**src/rtl/action_scheduler_pkg.sv**
```systemverilog
`default_nettype none
// ============================================================================
// Module      : action_scheduler_pkg
// Description : Shared encodings for the action scheduler: action codes,
//               player IDs, FSM states and the button priority encoder.
// Revision    : 1.0 - initial release
// ============================================================================
package action_scheduler_pkg;

    // Action codes carried on CMD_ACTION
    localparam logic [1:0] ACT_LEFT  = 2'd0;
    localparam logic [1:0] ACT_RIGHT = 2'd1;
    localparam logic [1:0] ACT_PUNCH = 2'd2;
    localparam logic [1:0] ACT_KICK  = 2'd3;

    // Player IDs carried on CMD_PLAYER
    localparam logic PLAYER_1 = 1'b0;
    localparam logic PLAYER_2 = 1'b1;

    // Arbiter FSM states
    typedef enum logic [0:0] {
        ST_IDLE  = 1'b0,
        ST_OFFER = 1'b1
    } sched_state_t;

    // Highest button index wins when several pulses arrive together.
    function automatic logic [1:0] prio_encode(input logic [3:0] act);
        logic [1:0] code;
        if (act[3])      code = ACT_KICK;
        else if (act[2]) code = ACT_PUNCH;
        else if (act[1]) code = ACT_RIGHT;
        else             code = ACT_LEFT;
        return code;
    endfunction

    function automatic logic is_attack(input logic [1:0] action);
        return (action == ACT_PUNCH) || (action == ACT_KICK);
    endfunction

endpackage
`default_nettype wire

```
**src/rtl/action_scheduler_slot.sv**
```systemverilog
`default_nettype none
// ============================================================================
// Module      : player_action_slot
// Description : Per-player front end. Priority-encodes the button pulses,
//               holds one pending action (latest wins), runs the attack
//               cooldown counter and generates the BUSY / DROP flags.
// Ports       : clk, rst_n           - clock, async active-low reset
//               i_en                 - round active; low flushes pending
//               i_act[3:0]           - debounced pulses (left,right,punch,kick)
//               i_clear              - arbiter took the pending action
//               i_load_cooldown      - an attack of this player was accepted
//               i_discard_attack     - handshake of this player's command
//               o_pend_valid/action  - pending action
//               o_busy               - cooldown counter nonzero (registered)
//               o_drop               - one-cycle discard pulse
// Revision    : 1.0 - initial release
// ============================================================================
module player_action_slot
    import action_scheduler_pkg::*;
#(
    parameter int unsigned     CD_W     = 20,
    parameter logic [CD_W-1:0] COOLDOWN = 20'd1000000
) (
    input  logic       clk,
    input  logic       rst_n,
    input  logic       i_en,
    input  logic [3:0] i_act,
    input  logic       i_clear,
    input  logic       i_load_cooldown,
    input  logic       i_discard_attack,
    output logic       o_pend_valid,
    output logic [1:0] o_pend_action,
    output logic       o_busy,
    output logic       o_drop
);

    localparam logic [CD_W-1:0] C_CD_ONE = CD_W'(1);

    logic            r_pend_valid;
    logic [1:0]      r_pend_action;
    logic [CD_W-1:0] r_cd;
    logic            r_busy;
    logic            r_drop;

    logic [CD_W-1:0] w_cd_next;
    logic [1:0]      w_new_action;
    logic            w_any;
    logic            w_reject;
    logic            w_capture;
    logic            w_pend_attack;
    logic            w_discard_hit;

    assign w_any         = i_en & (|i_act);
    assign w_new_action  = prio_encode(i_act);
    // An attack arriving while the counter still runs is thrown away.
    assign w_reject      = w_any & is_attack(w_new_action) & (r_cd != '0);
    assign w_capture     = w_any & ~w_reject;
    assign w_pend_attack = r_pend_valid & is_attack(r_pend_action);
    // A queued attack behind an accepted command of the same player would
    // land inside the new animation, so it is discarded at the handshake.
    assign w_discard_hit = i_en & i_discard_attack & w_pend_attack;

    always_comb begin
        w_cd_next = r_cd;
        if (i_load_cooldown) begin
            w_cd_next = COOLDOWN;
        end else if (r_cd != '0) begin
            w_cd_next = r_cd - C_CD_ONE;
        end
    end

    // Capture is checked before clear/discard so that a pulse in the same
    // cycle as the arbiter taking the old action is never lost.
    always_ff @(posedge clk or negedge rst_n) begin
        if (!rst_n) begin
            r_pend_valid  <= 1'b0;
            r_pend_action <= ACT_LEFT;
        end else if (!i_en) begin
            r_pend_valid  <= 1'b0;
        end else if (w_capture) begin
            r_pend_valid  <= 1'b1;
            r_pend_action <= w_new_action;
        end else if (i_clear || w_discard_hit) begin
            r_pend_valid  <= 1'b0;
        end
    end

    always_ff @(posedge clk or negedge rst_n) begin
        if (!rst_n) begin
            r_cd   <= '0;
            r_busy <= 1'b0;
            r_drop <= 1'b0;
        end else begin
            r_cd   <= w_cd_next;
            r_busy <= (w_cd_next != '0);
            r_drop <= w_reject | w_discard_hit;
        end
    end

    assign o_pend_valid  = r_pend_valid;
    assign o_pend_action = r_pend_action;
    assign o_busy        = r_busy;
    assign o_drop        = r_drop;

endmodule
`default_nettype wire

```
**src/rtl/action_scheduler.sv**
```systemverilog
`default_nettype none
// ============================================================================
// Module      : action_scheduler
// Description : Collects action pulses from two players, keeps one pending
//               action each and offers them round-robin on a single
//               valid/ready command port, with per-player attack cooldown.
// Ports       : CLK, RESET_N             - clock, async active-low reset
//               EN                       - round active
//               P1_ACT, P2_ACT [3:0]     - debounced pulses per player
//               CMD_READY                - engine accepts command
//               CMD_VALID/PLAYER/ACTION  - command output register
//               P1_BUSY, P2_BUSY         - cooldown running
//               P1_DROP, P2_DROP         - action discarded pulse
// Revision    : 1.0 - initial release
// ============================================================================
module action_scheduler
    import action_scheduler_pkg::*;
#(
    parameter int unsigned     CD_W     = 20,
    parameter logic [CD_W-1:0] COOLDOWN = 20'd1000000
) (
    input  logic       CLK,
    input  logic       RESET_N,
    input  logic       EN,
    input  logic [3:0] P1_ACT,
    input  logic [3:0] P2_ACT,
    input  logic       CMD_READY,
    output logic       CMD_VALID,
    output logic       CMD_PLAYER,
    output logic [1:0] CMD_ACTION,
    output logic       P1_BUSY,
    output logic       P2_BUSY,
    output logic       P1_DROP,
    output logic       P2_DROP
);

    sched_state_t r_state;
    sched_state_t w_state_next;

    logic       r_cmd_valid;
    logic       r_cmd_player;
    logic [1:0] r_cmd_action;
    logic       r_last_grant;

    logic [3:0] w_act         [2];
    logic [1:0] w_pend_action [2];
    logic [1:0] w_pend_valid;
    logic [1:0] w_busy;
    logic [1:0] w_drop;
    logic [1:0] w_clear;
    logic [1:0] w_load_cd;
    logic [1:0] w_discard;
    logic       w_sel;
    logic       w_load_cmd;
    logic       w_handshake;

    assign w_act[0] = P1_ACT;
    assign w_act[1] = P2_ACT;

    generate
        for (genvar gi = 0; gi < 2; gi++) begin : g_slot
            player_action_slot #(
                .CD_W     (CD_W),
                .COOLDOWN (COOLDOWN)
            ) u_slot (
                .clk              (CLK),
                .rst_n            (RESET_N),
                .i_en             (EN),
                .i_act            (w_act[gi]),
                .i_clear          (w_clear[gi]),
                .i_load_cooldown  (w_load_cd[gi]),
                .i_discard_attack (w_discard[gi]),
                .o_pend_valid     (w_pend_valid[gi]),
                .o_pend_action    (w_pend_action[gi]),
                .o_busy           (w_busy[gi]),
                .o_drop           (w_drop[gi])
            );
        end
    endgenerate

    always_ff @(posedge CLK or negedge RESET_N) begin
        if (!RESET_N) begin
            r_state <= ST_IDLE;
        end else begin
            r_state <= w_state_next;
        end
    end

    always_comb begin
        w_state_next = r_state;
        w_load_cmd   = 1'b0;
        w_handshake  = 1'b0;
        w_sel        = PLAYER_1;
        w_clear      = 2'b00;
        w_load_cd    = 2'b00;
        w_discard    = 2'b00;
        case (r_state)
            ST_IDLE: begin
                if (EN && (|w_pend_valid)) begin
                    // On a tie the player not served last goes first.
                    if (&w_pend_valid) begin
                        w_sel = ~r_last_grant;
                    end else begin
                        w_sel = w_pend_valid[1];
                    end
                    w_load_cmd     = 1'b1;
                    w_clear[w_sel] = 1'b1;
                    w_state_next   = ST_OFFER;
                end
            end
            ST_OFFER: begin
                if (CMD_READY) begin
                    w_handshake              = 1'b1;
                    w_discard[r_cmd_player]  = 1'b1;
                    w_load_cd[r_cmd_player]  = is_attack(r_cmd_action);
                    w_state_next             = ST_IDLE;
                end
            end
            default: begin
                w_state_next = ST_IDLE;
            end
        endcase
    end

    // Command register stays frozen through OFFER; only load and
    // handshake touch it.
    always_ff @(posedge CLK or negedge RESET_N) begin
        if (!RESET_N) begin
            r_cmd_valid  <= 1'b0;
            r_cmd_player <= PLAYER_1;
            r_cmd_action <= ACT_LEFT;
            r_last_grant <= PLAYER_2;
        end else if (w_load_cmd) begin
            r_cmd_valid  <= 1'b1;
            r_cmd_player <= w_sel;
            r_cmd_action <= w_pend_action[w_sel];
        end else if (w_handshake) begin
            r_cmd_valid  <= 1'b0;
            r_last_grant <= r_cmd_player;
        end
    end

    assign CMD_VALID  = r_cmd_valid;
    assign CMD_PLAYER = r_cmd_player;
    assign CMD_ACTION = r_cmd_action;
    assign P1_BUSY    = w_busy[0];
    assign P2_BUSY    = w_busy[1];
    assign P1_DROP    = w_drop[0];
    assign P2_DROP    = w_drop[1];

endmodule
`default_nettype wire
```
**config.mk**
```make
export PLATFORM = sky130hd
export DESIGN_NAME = action_scheduler
export DESIGN_NICKNAME = d
export VERILOG_FILES = /design/src/rtl/action_scheduler_pkg.sv /design/src/rtl/action_scheduler_slot.sv /design/src/rtl/action_scheduler.sv
export SDC_FILE = /design/constraint.sdc
export NUM_CORES = 1
export LEC_CHECK = 0
export BUFFER_PORTS_ARGS = -buffer_cell sky130_fd_sc_hd__buf_4
export CORE_MARGIN = 1
export CORE_UTILIZATION = 44
export DETAILED_ROUTE_END_ITERATION = 10
export MAX_ROUTING_LAYER = met4
export PLACE_DENSITY = 0.7
export SKIP_CTS_REPAIR_TIMING = 1
export SLEW_MARGIN = 20
export SYNTH_ARGS = -nofsm -noshare
export SYNTH_HDL_FRONTEND = slang
export SYNTH_SLANG_ARGS = --single-unit
export TNS_END_PERCENT = 30
```
**constraint.sdc**
```tcl
create_clock -name CLK -period 3.4 [get_ports CLK]
set_clock_uncertainty 0.1 [all_clocks]
set_input_delay 0.51 -clock CLK [delete_from_list [all_inputs] [get_ports CLK]]
set_output_delay 0.51 -clock CLK [all_outputs]
set_load 0.05 [all_outputs]
```
==> results.json <==
{
  "reg2reg_slack_ns": 0.50,
  "yosysWarnings": 0,
  "drt-total-wl_um": 6460,
  "synth_edf_count": 0,
  "via_per_inst": 5.57,
  "core_um2": 6790,
  "synth_area_leader_cell": "dfrtp_1",
  "overflow": 0,
  "synth-simple-area-share_pct": 26.4,
  "die_x_um": 85.7,
  "hold_path_class": "input pin to asynchronous set/reset pin",
  "crit_path_cell_trace": "nor4_1, nand4b_1, nor4_1, mux2i_1, nand4b_1, nor4b_2, nand4_1",
  "maxSlewViolCount": 0,
  "cp.arrival_ns": 3.00,
  "clk_pin_slew_ns": 0.11,
  "insertion_delay_ns": 0.32,
  "hold_violations": 0,
  "finalWorstSetupSlack_ns": 0.495,
  "seq_area_frac_synth_pct": 45.5,
  "clock_path_buffers": 2,
  "grt_util_all_layers_pct": 19.7,
  "gp_congestion": 0.933,
  "synth_nets": 335,
  "cts-root-buf": "clkbuf_8",
  "synthTopCellsByCount": "dfrtp_1 (55), nor2_1 (39), nand2_1 (33)",
  "fin_crit_sh_pct": 85.4,
  "synth_top_family_by_area": "simple AND/OR/NAND/NOR gates",
  "worst_slew_pin_slew_ns": 0.725,
  "grt_max_degree": 57,
  "synth-xor-area-share_pct": 7.67,
  "cts_tree": "built",
  "syn_avg_cell_area_um2": 9.66,
  "setup_viol": 0,
  "die_h_um": 85.7,
  "fin_crit_ns": 2.90,
  "ys_seq_elements": 56,
  "place_ws_ns": 0.559,
  "start_util_pct": 45.4,
  "drt-initial-drc-count": 139,
  "numPortBuffers": 19,
  "final.setup.tns_ns": 0,
  "r2r-start": "g_slot[1].u_slot.r_cd[12]",
  "async_flop_share_pct": 100,
  "synth_cell_type_count": 54,
  "io_pins": 20,
  "maxCapViolations": 0,
  "grt_pass1_vias": 2326,
  "yosysMostFrequentCell": "dfrtp_1",
  "max_freq_ghz": 0.344,
  "total_power_mw": 1.23,
  "route.detailed.drc": 0,
  "dr.pass1.iters": 4,
  "worstPathMaxFanout": 11,
  "ys.flop_type": "dfrtp_1",
  "n_antenna_cell": 0,
  "rr_worst_depth": 7,
  "cp_slowest_stage_delay_ns": 0.51,
  "r2r_end": "g_slot[1].u_slot.o_busy",
  "critPathKind": "flip-flop to flip-flop",
  "synth_cells": 319,
  "final_layout_size_suffix_gt1_share_pct": 14.2,
  "synth_mux_area_share_pct": 1.30,
  "crit_path_end_kind": "flip-flop",
  "netlist_area_um2": 3080,
  "cts.sinks": 56,
  "grt_pass1_wl_um": 11300,
  "synth_compound_area_share_pct": 14.1,
  "cp-start-kind": "flip-flop",
  "synth_adder_area_share_pct": 1.62,
  "status": "finished, final reports clean",
  "crit_family": "simple AND/OR/NAND/NOR gates",
  "htreeDepth": 2,
  "p_leak_nw": 1.19,
  "via_count": 2410,
  "rsz0062_at_grt": "no",
  "p_per_area_nw_per_um2": 363,
  "crit_buf_inv": 0,
  "antenna_left": 0,
  "die-area_um2": 7340,
  "area_delta_synth_final_pct": 9.58,
  "core.rowCount": 30,
  "max-slew-margin-rel_pct": 51.0,
  "post_drt_wl_per_cell_um": 14.9,
  "synth_top_area_share_pct": 44.7,
  "num-nets-final": 352,
  "dpl.hpwl_um": 4690,
  "cts_made_buffers": 5,
  "place_area_um2": 3290,
  "required_ns": 3.50,
  "ir_drop_mv": 0.178,
  "cpMaxStageDelayCell": "nor4_1",
  "synth_area_leaders": "dfrtp_1 (45%), xnor2_1 (4.8%), nor2_1 (4.8%)",
  "antenna_found_initial": 0,
  "fin_area_um2": 3380
}
[cell usage in the layout, fill, tap and decap left out, drive strengths merged, types with 5 or more instances in the layout]
master  instances
o21ai          18
clkbuf          5
xor2           10
dfrtp          55
nor3            9
xnor2          17
nand2          34
nor4           18
o211ai          5
buf            19
or2             6
nor2           40
nand4b          5
inv            13
nand3          10
a21boi          5
a21oi           9
[worst max-delay path by stage]
stage / cells after the start / slack, ns / start / endpoint
5_1_grt: 7 / 0.19 / g_slot[1].u_slot.r_cd[12] / g_slot[1].u_slot.o_busy
3_5_place_dp: 7 / 0.56 / g_slot[1].u_slot.r_cd[12] / g_slot[1].u_slot.o_busy
4_1_cts: 7 / 0.53 / g_slot[1].u_slot.r_cd[12] / g_slot[1].u_slot.o_busy
6_report: 7 / 0.50 / g_slot[1].u_slot.r_cd[12] / g_slot[1].u_slot.o_busy
2_1_floorplan: 8 / 1.04 / g_slot[1].u_slot.r_cd[13] / g_slot[1].u_slot.o_busy
3_3_place_gp: 7 / 0.63 / g_slot[1].u_slot.r_cd[12] / g_slot[1].u_slot.o_busy
[metal layers]
| metal | track usage (%) | vias up | wire length, µm |
|---|---|---|---|
| met5 | - | - | 0 |
| met4 | 2.73 | 0 | 30 |
| met3 | 3.56 | 3 | 219 |
| met2 | 32.0 | 44 | 3030 |
| met1 | 26.4 | 1176 | 3170 |
| li1 | - | 1187 | - |
[layout make-up]
| type | count | area (µm²) |
|---|---|---|
| inverter | 12 | 45.0 |
| multi-input combinational | 242 | 1580 |
| clock buffer | 5 | 68.8 |
| fill | 619 | 3420 |
| tap | 96 | 120 |
| timing repair buffer | 19 | 143 |
| sequential | 56 | 1400 |
| clock inverter | 3 | 22.5 |
[through the flow]
step	hold WS (ns)	cells	utilization (%)
final	0.122	433	49.7
after global routing	0.184	433	49.7
after CTS	0.152	433	49.7
after detailed placement	0.380	425	48.4
after global placement	0.367	425	48.4
after floorplan	0.114	319	-
[state kept, by name, summed over array words and instances (netlist names)]
signal,cells
g_slot.u_slot.r_cd,40
g_slot.u_slot.o_pend_valid,2
r_state,1
g_slot.u_slot.o_drop,2
CMD_ACTION,2
r_last_grant,1
g_slot.u_slot.o_pend_action,4
CMD_VALID,1
CMD_PLAYER,1
g_slot.u_slot.o_busy,2
[kinds of logic (layout without fill, tap and decap cells)]
| kind of cell | after synthesis | count (layout) |
|---|---|---|
| adder cells (fa/ha/maj) | 4 | 4 |
| buffers and inverters | 21 | 39 |
| multiplexers | 4 | 4 |
| flip-flops | 56 | 56 |
| AO/OA/AOI/OAI | 63 | 63 |
| AND/OR/NAND/NOR | 144 | 144 |
| XOR/XNOR | 27 | 27 |
[power breakdown]
group | total (mW) | switching (mW) | internal, mW
sequential | 0.710 | 0.0166 | 0.693
combinational | 0.129 | 0.0883 | 0.0403
clock | 0.388 | 0.239 | 0.149
total | 1.23 | 0.344 | 0.882
No activity file was read; power rests on OpenSTA's default activity.
